<file path="config.mk">
export PLATFORM = sky130hd
export DESIGN_NAME = cpu_decode_ctrl
export DESIGN_NICKNAME = d
export VERILOG_FILES = /design/src/rtl/cpu_decode_ctrl.sv
export SDC_FILE = /design/constraint.sdc
export NUM_CORES = 1
export LEC_CHECK = 0
export CAP_MARGIN = 25
export CELL_PAD_IN_SITES_DETAIL_PLACEMENT = 1
export CELL_PAD_IN_SITES_GLOBAL_PLACEMENT = 1
export CORE_ASPECT_RATIO = 0.5
export CORE_UTILIZATION = 38
export CTS_BUF_LIST = sky130_fd_sc_hd__clkbuf_8
export DETAILED_ROUTE_END_ITERATION = 12
export GPL_TIMING_DRIVEN = 0
export PLACE_DENSITY_LB_ADDON = 0.3
export REMOVE_ABC_BUFFERS = 1
export SYNTH_ARGS = -nofsm -noshare
export SYNTH_HDL_FRONTEND = slang
export SYNTH_SLANG_ARGS = --single-unit
</file>
<file path="constraint.sdc">
create_clock -name clk -period 5.2 [get_ports clk]
set_clock_uncertainty 0.1 [all_clocks]
set_input_delay 1.04 -clock clk [delete_from_list [all_inputs] [get_ports clk]]
set_output_delay 1.04 -clock clk [all_outputs]
set_load 0.01 [all_outputs]
</file>
<file path="src/rtl/cpu_decode_ctrl.sv">
// LEGv8 instruction-decode control: turns an instruction into ID/EX control signals,
// the extended immediate and the PC-relative branch target. Every output is registered.
module cpu_decode_ctrl #(
    parameter int DW = 64
) (
    input  logic          clk,
    input  logic          rst,
    input  logic [31:0]   instr,
    input  logic [DW-1:0] pc,
    output logic          uncondBr,
    output logic          branch,
    output logic          Reg2Loc,
    output logic          ALU_Src,
    output logic          RegWrite,
    output logic          ALU_SH,
    output logic          Imm,
    output logic          memToReg,
    output logic          memWrite,
    output logic          memRead,
    output logic          shiftDirn,
    output logic          set_flags,
    output logic          branchReg,
    output logic          branchLink,
    output logic [2:0]    ALU_cntrl,
    output logic [DW-1:0] imm64,
    output logic [DW-1:0] br_target,
    output logic          tgt_co,
    output logic          tgt_of,
    output logic          illegal
);

    localparam logic [10:0] OP_ADDS = 11'b10101011000;
    localparam logic [10:0] OP_SUBS = 11'b11101011000;
    localparam logic [10:0] OP_AND  = 11'b10001010000;
    localparam logic [10:0] OP_EOR  = 11'b11001010000;
    localparam logic [10:0] OP_LSL  = 11'b11010011011;
    localparam logic [10:0] OP_LSR  = 11'b11010011010;
    localparam logic [10:0] OP_LDUR = 11'b11111000010;
    localparam logic [10:0] OP_STUR = 11'b11111000000;
    localparam logic [10:0] OP_BR   = 11'b11010110000;
    localparam logic [9:0]  OP_ADDI = 10'b1001000100;
    localparam logic [7:0]  OP_CBZ  = 8'b10110100;
    localparam logic [7:0]  OP_BCND = 8'b01010100;
    localparam logic [5:0]  OP_B    = 6'b000101;
    localparam logic [5:0]  OP_BL   = 6'b100101;

    localparam logic [2:0] ALU_PASSB = 3'b000;
    localparam logic [2:0] ALU_ADD   = 3'b010;
    localparam logic [2:0] ALU_SUB   = 3'b011;
    localparam logic [2:0] ALU_AND   = 3'b100;
    localparam logic [2:0] ALU_XOR   = 3'b110;

    // Add/sub adder with carry out in bit DW; sub inverts b and injects the carry-in.
    function automatic logic [DW:0] addsub(input logic [DW-1:0] a,
                                           input logic [DW-1:0] b,
                                           input logic          sub);
        logic [DW-1:0] bx;
        bx = b ^ {DW{sub}};
        return {1'b0, a} + {1'b0, bx} + {{DW{1'b0}}, sub};
    endfunction

    logic [10:0]          opcode;
    logic                 uncondBr_p0, branch_p0, Reg2Loc_p0, ALU_Src_p0, RegWrite_p0;
    logic                 ALU_SH_p0, Imm_p0, memToReg_p0, memWrite_p0, memRead_p0;
    logic                 shiftDirn_p0, set_flags_p0, branchReg_p0, branchLink_p0;
    logic                 illegal_p0;
    logic [2:0]           ALU_cntrl_p0;
    logic signed [DW-1:0] imm_p0;
    logic signed [DW-1:0] off_p0;
    logic [DW:0]          sum_p0;
    logic                 of_p0;

    assign opcode = instr[31:21];

    always_comb begin
        uncondBr_p0   = 1'b0;
        branch_p0     = 1'b0;
        Reg2Loc_p0    = 1'b0;
        ALU_Src_p0    = 1'b0;
        RegWrite_p0   = 1'b0;
        ALU_SH_p0     = 1'b0;
        Imm_p0        = 1'b0;
        memToReg_p0   = 1'b0;
        memWrite_p0   = 1'b0;
        memRead_p0    = 1'b0;
        shiftDirn_p0  = 1'b0;
        set_flags_p0  = 1'b0;
        branchReg_p0  = 1'b0;
        branchLink_p0 = 1'b0;
        illegal_p0    = 1'b0;
        ALU_cntrl_p0  = ALU_PASSB;
        // Full 11-bit opcodes first, then the shorter prefixes from longest to shortest.
        case (opcode)
            OP_ADDS: begin
                RegWrite_p0  = 1'b1;
                Reg2Loc_p0   = 1'b1;
                set_flags_p0 = 1'b1;
                ALU_cntrl_p0 = ALU_ADD;
            end
            OP_SUBS: begin
                RegWrite_p0  = 1'b1;
                Reg2Loc_p0   = 1'b1;
                set_flags_p0 = 1'b1;
                ALU_cntrl_p0 = ALU_SUB;
            end
            OP_AND: begin
                RegWrite_p0  = 1'b1;
                Reg2Loc_p0   = 1'b1;
                ALU_cntrl_p0 = ALU_AND;
            end
            OP_EOR: begin
                RegWrite_p0  = 1'b1;
                Reg2Loc_p0   = 1'b1;
                ALU_cntrl_p0 = ALU_XOR;
            end
            OP_LSL: begin
                RegWrite_p0 = 1'b1;
                ALU_SH_p0   = 1'b1;
            end
            OP_LSR: begin
                RegWrite_p0  = 1'b1;
                ALU_SH_p0    = 1'b1;
                shiftDirn_p0 = 1'b1;
            end
            OP_LDUR: begin
                RegWrite_p0  = 1'b1;
                ALU_Src_p0   = 1'b1;
                memToReg_p0  = 1'b1;
                memRead_p0   = 1'b1;
                ALU_cntrl_p0 = ALU_ADD;
            end
            OP_STUR: begin
                ALU_Src_p0   = 1'b1;
                memWrite_p0  = 1'b1;
                ALU_cntrl_p0 = ALU_ADD;
            end
            OP_BR: begin
                branch_p0    = 1'b1;
                branchReg_p0 = 1'b1;
            end
            default: begin
                if (opcode[10:1] == OP_ADDI) begin
                    RegWrite_p0  = 1'b1;
                    ALU_Src_p0   = 1'b1;
                    Imm_p0       = 1'b1;
                    ALU_cntrl_p0 = ALU_ADD;
                end else if (opcode[10:3] == OP_CBZ) begin
                    branch_p0    = 1'b1;
                    ALU_cntrl_p0 = ALU_PASSB;
                end else if (opcode[10:3] == OP_BCND) begin
                    branch_p0 = 1'b1;
                end else if (opcode[10:5] == OP_B) begin
                    branch_p0   = 1'b1;
                    uncondBr_p0 = 1'b1;
                end else if (opcode[10:5] == OP_BL) begin
                    branch_p0     = 1'b1;
                    uncondBr_p0   = 1'b1;
                    branchLink_p0 = 1'b1;
                    RegWrite_p0   = 1'b1;
                end else begin
                    illegal_p0 = 1'b1;
                end
            end
        endcase
    end

    // ALU immediates are unsigned 12-bit; memory offsets are signed 9-bit.
    assign imm_p0 = Imm_p0 ? {{(DW-12){1'b0}}, instr[21:10]}
                           : {{(DW-9){instr[20]}}, instr[20:12]};

    // Word offsets scaled to bytes: 26-bit for B/BL, 19-bit for conditional forms.
    assign off_p0 = uncondBr_p0 ? {{(DW-28){instr[25]}}, instr[25:0], 2'b00}
                                : {{(DW-21){instr[23]}}, instr[23:5], 2'b00};

    assign sum_p0 = addsub(pc, off_p0, 1'b0);
    assign of_p0  = (pc[DW-1] == off_p0[DW-1]) && (sum_p0[DW-1] != pc[DW-1]);

    // ID/EX register boundary
    always_ff @(posedge clk or posedge rst) begin
        if (rst) begin
            uncondBr   <= 1'b0;
            branch     <= 1'b0;
            Reg2Loc    <= 1'b0;
            ALU_Src    <= 1'b0;
            RegWrite   <= 1'b0;
            ALU_SH     <= 1'b0;
            Imm        <= 1'b0;
            memToReg   <= 1'b0;
            memWrite   <= 1'b0;
            memRead    <= 1'b0;
            shiftDirn  <= 1'b0;
            set_flags  <= 1'b0;
            branchReg  <= 1'b0;
            branchLink <= 1'b0;
            ALU_cntrl  <= 3'b000;
            imm64      <= '0;
            br_target  <= '0;
            tgt_co     <= 1'b0;
            tgt_of     <= 1'b0;
            illegal    <= 1'b0;
        end else begin
            uncondBr   <= uncondBr_p0;
            branch     <= branch_p0;
            Reg2Loc    <= Reg2Loc_p0;
            ALU_Src    <= ALU_Src_p0;
            RegWrite   <= RegWrite_p0;
            ALU_SH     <= ALU_SH_p0;
            Imm        <= Imm_p0;
            memToReg   <= memToReg_p0;
            memWrite   <= memWrite_p0;
            memRead    <= memRead_p0;
            shiftDirn  <= shiftDirn_p0;
            set_flags  <= set_flags_p0;
            branchReg  <= branchReg_p0;
            branchLink <= branchLink_p0;
            ALU_cntrl  <= ALU_cntrl_p0;
            imm64      <= imm_p0;
            br_target  <= sum_p0[DW-1:0];
            tgt_co     <= sum_p0[DW];
            tgt_of     <= of_p0;
            illegal    <= illegal_p0;
        end
    end

endmodule

</file>
==> flow_summary.toml, run 1 <==
[synthesis]
ys_types = 78
ys.flop_type = "dfrtp_1"
synth_top_area_share_pct = 32.5
yosysSeqAreaShare_pct = 32.5
syn_avg_cell_area_um2 = 8.62
synthCells = 858
synth_area_mm2 = 0.00740
synth-edff-count = 0
synth_area_leaders = "dfrtp_1 (32%), ha_1 (11%), nand2_1 (6.8%)"
ys_ff_latch = 96
synthArstFlopShare_pct = 100
yosysWarningCount = 0
yosysTopAreaCell = "dfrtp_1"

[timing]
fmax_mhz = 194
setup_violations = 0
min_period_ns = 5.15
timing.slew.headroom_pct = 55.7
finalSetupTns_ns = 0
finalCritPeriodShare_pct = 99.0
hold_violations = 0
rsz0062_at_grt = "true"
tightest_slew_ns = 0.662
hold_ws_ns = 0.973
slew_viol_final = 0

[clocking]
cts.path.max_buffers = 2
cts-root-buf = "clkbuf_8"
clock-sinks = 96
cts_made_buffers = 9
clk_pin_slew_ns = 0.12
cts_tree = "built"
cts_max_level = 3

[global_routing]
grt_pass1_vias = 7187
antenna_found_initial = 1
grt_util_met2_pct = 44.1
gr-max-usage-layer = "met2"
grt.met3_usage_pct = 4.98
grt_usage_pct = 24.8
grt_remaining_overflow = 0
grt_pass1_wl_um = 38700
use_met1_pct = 31.3
grt_max_degree = 50

[placed_design]
dpl.hpwl_um = 20200
gp_congestion = 0.885
placedInstanceArea_mm2 = 0.00971
io_buffers = 245

[critical_path]
critPathCaptureType = "register"
crit_cells = 16
crit_chain = "clkdlybuf4s50_1 -> nor4b_4 -> nand2_4 -> and2_2 -> a21o_4 -> buf_16 -> ha_2 -> nand4_1 -> or3_1 -> nor4_4 -> nand3_1 -> o32ai_4 -> o21ai_2 -> o21ai_1 -> a21oi_1 -> xnor2_1"
critPathLaunchType = "input port"
path_buf_inv = 2
crit_path_top_delay_cell = "clkdlybuf4s50_1"
cp_slowest_stage_delay_ns = 0.57
worstPathRequired_ns = 5.38
cp.arrival_ns = 5.32
cp_max_fo = 21
critPathTopFamily = "simple AND/OR/NAND/NOR gates"
crit_type = "in2reg"

[die]
io_pins = 246
fp-row-count = 35
start_util_pct = 39.5
dieArea_mm2 = 0.0201
die_x_um = 199
die_y_um = 101
fp.coreArea_mm2 = 0.0187

[power_and_ir_drop]
pwr-share-clk_pct = 19.9
pwr-share-comb_pct = 44.6
p_leak_nw = 4.42
internal_power_w = 0.00163
power_density_mw_per_mm2 = 256
vdd_drop_max_v = 0.000116
switching_share_pct = 36.7
pwr-share-seq_pct = 35.4
switchingPower_w = 0.000944

[cells_and_area]
fin_util_pct = 53.6
drive_gt1_share_pct = 5.97
top_register = "br_target"
area_delta_synth_final_pct = 35.8
fill_cells = 2182
reg_top3 = "br_target: 64 flops, imm64: 13 flops, ALU_cntrl: 3 flops"
layout.nets = 1196
design_area_mm2 = 0.0100
largest_reg_flops = 64

[hold_path]
hold_class = "in2async"

[outcome]
outcome = "finished, final reports clean"

[detailed_routing]
drc_errors = 0
vias = 7033
ant_nets = 0
wl_per_cell_um = 19.6
drt_pass1_iterations = 4
totalWireLength_um = 25500
avgViaCountPerCell = 5.41
drt_iter0_markers = 321

[job]
cap_violations = 0
## metal layers
| metal | part of all wire, % | up-vias |
|---|---|---|
| met5 | 0 | - |
| met4 | 1.1 | 0 |
| met1 | 44 | 3494 |
| li1 | - | 3375 |
| met3 | 4.6 | 18 |
| met2 | 50 | 146 |
## final timing paths
path                            from            end  slack (ns)
worst max-delay path       instr[30]  br_target[61]        0.05
worst min-delay path             rst   ALU_cntrl[0]        0.97
max in group asynchronous        rst  br_target[58]        3.34
min in group clk               pc[0]   br_target[0]        0.99
## cells in the final DEF, fill, tap and decap left out, drive strengths merged, types with 9 or more instances in the layout
cell,instances
inv,23
nand3,18
o21ai,39
xor2,20
clkbuf,9
dfrtp,96
nor4,9
nand4,18
nor2b,13
nor2,43
xnor2,38
a31oi,13
a21oi,73
clkdlybuf4s50,245
o21bai,16
a21o,44
buf,9
and3,14
nand2,134
ha,63
## layout make-up
| cell class | instances | area (µm²) | area share [%] |
|---|---|---|---|
| Multi-Input combinational cell | 654 | 4460 | 44.4 |
| Timing Repair Buffer | 254 | 2580 | 25.7 |
| Sequential cell | 96 | 2400 | 23.9 |
| Tap cell | 259 | 324 | 3.23 |
| Clock buffer | 9 | 124 | 1.23 |
| Inverter | 19 | 78.8 | 0.785 |
| Clock inverter | 7 | 72.6 | 0.723 |
| Antenna cell | 2 | 5.00 | 0.0498 |
## through the flow
stage | power, W | std cells | setup slack [ns]
global placement | 0.00202 | 1273 | -2.36
global route | 0.00271 | 1298 | -0.0915
CTS | 0.00259 | 1296 | 0.0477
finish | 0.00257 | 1300 | 0.0538
floorplan | 0.00150 | 769 | -0.00536
detailed placement | 0.00206 | 1276 | -2.21
## synthesized netlist by cell type, drive strengths merged (3+ instances only)
cell / instances
a211oi: 4
nand3: 18
buf: 66
and4: 4
xor2: 20
nand4b: 3
a211o: 3
nor2b: 13
a311oi: 3
o21bai: 16
nand2b: 8
o221ai: 5
o21ai: 39
nand3b: 4
and3: 14
dfrtp: 96
inv: 19
nor2: 43
o21a: 4
a31o: 3
a31oi: 13
clkbuf: 23
nand4: 18
nor4: 9
a21oi: 73
nor3: 8
ha: 63
xnor2: 38
a21o: 44
nand2: 134
and2: 7
or2: 4
## cells by family after synthesis
logic type / after synthesis / share of synthesized area (%)
simple gates: 299 / 19.7
compound gates: 233 / 21.6
buf+inv: 108 / 8.42
flops: 96 / 32.5
fa+ha+maj: 64 / 10.9
xor+xnor: 58 / 6.87
## timing repair
item | in CTS | in global routing
buffers inserted | 4 | 2
setup endpoints to repair | 45 | 14
resized for setup | 17 | 3
pin swaps | 4 | 5
hold buffers | 0 | 0
## power groups by stage
stage / clock, W / combinational [W] / sequential [W]
6_report: 0.000512 / 0.00115 / 0.000912
5_1_grt: 0.000559 / 0.00123 / 0.000924
4_1_cts: 0.000532 / 0.00115 / 0.000915
3_5_place_dp: 0 / 0.00113 / 0.000929
3_3_place_gp: 0 / 0.00109 / 0.000928
2_1_floorplan: 0 / 0.000493 / 0.00101
Note: power is estimated with default switching activity, not from simulation.
==> run 2, diff against run 1 <==
CAP_MARGIN = 20   (was 25)
==> run 2 against run 1 <==
  * Utilization increased by 0.073 points
  * Total power decreased by 0.33%
  * First-iteration DRC count down 23%
  * Sequential share of layout area about the same
  * Wire length down 1.9%
  * Critical path type unchanged
  * Fmax increased by 3.2%
  * Global-route usage decreased by 0.19 points
  * Hold slack better by 0.014 ns
  * Final area rose by 0.14%
==> flow_summary.toml, run 2 (synthesis results as in run 1) <==
[outcome]
outcome = "finished, final reports clean"

[cells_and_area]
final_common_cell = "clkdlybuf4s50_1"
design_area_mm2 = 0.0101
drive_gt1_share_pct = 6.06
top_register = "br_target"
layout.nets = 1196
final-seq-area_mm2 = 0.00240
area_delta_synth_final_pct = 36.0
largest_reg_flops = 64
fill_cells = 2182
multi_input_area_mm2 = 0.00448
reg_top3 = "br_target: 64 flops, imm64: 13 flops, ALU_cntrl: 3 flops"
final_cell_mix = "clkdlybuf4s50_1 (242), nand2_1 (133), dfrtp_1 (96)"

[placed_design]
placedInstanceArea_mm2 = 0.00968
dpl.hpwl_um = 20100
io_buffers = 245
gp_congestion = 0.885

[timing]
finalSetupTns_ns = 0
setup_violations = 0
hold_violations = 0
slew_viol_final = 0
min_period_ns = 4.99
rsz0062_at_grt = "false"
finalCritPeriodShare_pct = 95.9
tightest_slew_ns = 0.722
fmax_mhz = 201
timing.slew.headroom_pct = 51.9

[detailed_routing]
avgViaCountPerCell = 5.44
vias = 7069
wl_per_cell_um = 19.2
totalWireLength_um = 25000
drt_iter0_markers = 246
ant_nets = 0
drt_pass1_iterations = 5
drc_errors = 0

[critical_path]
worstPathRequired_ns = 5.37
critPathCaptureType = "register"
cp.arrival_ns = 5.15
crit_type = "in2reg"
cp_max_fo = 21
critPathLaunchType = "input port"

[global_routing]
grt_pass1_vias = 7233
antenna_found_initial = 1
grt_remaining_overflow = 0
grt_usage_pct = 24.6
grt_pass1_wl_um = 38600
grt_max_degree = 53

[die]
io_pins = 246
die_y_um = 101
start_util_pct = 39.5
fp.coreArea_mm2 = 0.0187
dieArea_mm2 = 0.0201
die_x_um = 199
fp-row-count = 35

[job]
cap_violations = 0

[clocking]
cts-root-buf = "clkbuf_8"
clock-sinks = 96
clk_pin_slew_ns = 0.11
cts_tree = "built"
cts_max_level = 3
holdBufCountCts = 0
cts.path.max_buffers = 2
cts_made_buffers = 9

[hold_path]
hold_class = "in2async"

[power_and_ir_drop]
pwr-share-comb_pct = 44.7
power_density_mw_per_mm2 = 255
p_leak_nw = 4.45
switchingPower_w = 0.000933
internal_power_w = 0.00163
pwr-share-seq_pct = 35.6
switching_share_pct = 36.4
pwr-share-clk_pct = 19.7
p_total_w = 0.00257
vdd_drop_max_v = 0.000111
run 2: worst paths after layout:
check / startpoint / to / slack [ns] / depth (start not counted)
min in group clk: instr[30] / ALU_cntrl[0] / 0.99 / 2
max: instr[28] / br_target[61] / 0.21 / 16
max in group asynchronous: rst / br_target[18] / 3.33 / 3
min: rst / set_flags / 0.99 / 2
run 2: cell type report:
type                    count  area share (%)
repair buffers            254            25.6
diodes                      1          0.0249
well taps                 259            3.22
flip-flops and latches     96            23.9
clock inverters             7           0.684
multi-input cells         654            44.6
inverters                  19           0.759
clock buffers               9            1.23
run 2: what timing repair did:
| action | in CTS | in global routing |
|---|---|---|
| pin swaps | 4 | 3 |
| buffers inserted | 3 | 3 |
| setup endpoints to repair | 45 | 15 |
| resized for setup | 15 | 11 |
run 2: power by group through the flow:
stage                     clock network, W  registers (W)  logic (W)
after global routing              0.000551       0.000925    0.00123
after CTS                         0.000530       0.000918    0.00114
final                             0.000506       0.000913    0.00115
after detailed placement                 0       0.000933    0.00112
after global placement                   0       0.000928    0.00109
after floorplan                          0        0.00101   0.000493
run 2: metrics by stage:
stage,worst slack (ns),utilization [%],std cells,hold WS [ns]
floorplan,-0.00536,-,769,0.971
global placement,-2.36,51.3,1273,1.39
CTS,0.0123,53.2,1294,0.963
global route,0.0356,53.6,1298,0.958
detailed placement,-2.24,51.6,1275,1.40
finish,0.214,53.7,1299,0.987
run 2: routing by layer:
layer	GRT usage, %	share of wire [%]	vias to the layer above
met5	0	0	-
met1	31.2	45	3517
li1	-	-	3373
met4	4.08	0.67	0
met2	44.0	50	162
met3	4.78	4.4	17
run 2: worst max-delay path, stage by stage:
cell             delay [ns]
clkdlybuf4s50_1        0.53
nor4b_4                0.30
nand2_4                0.10
and2_2                 0.27
a21o_4                 0.22
buf_16                 0.16
ha_2                   0.40
nand3_1                0.13
or3_4                  0.42
nor4_4                 0.40
nand3_1                0.18
o32ai_4                0.36
o21ai_2                0.17
o21ai_1                0.19
a21oi_1                0.10
xnor2_1                0.15
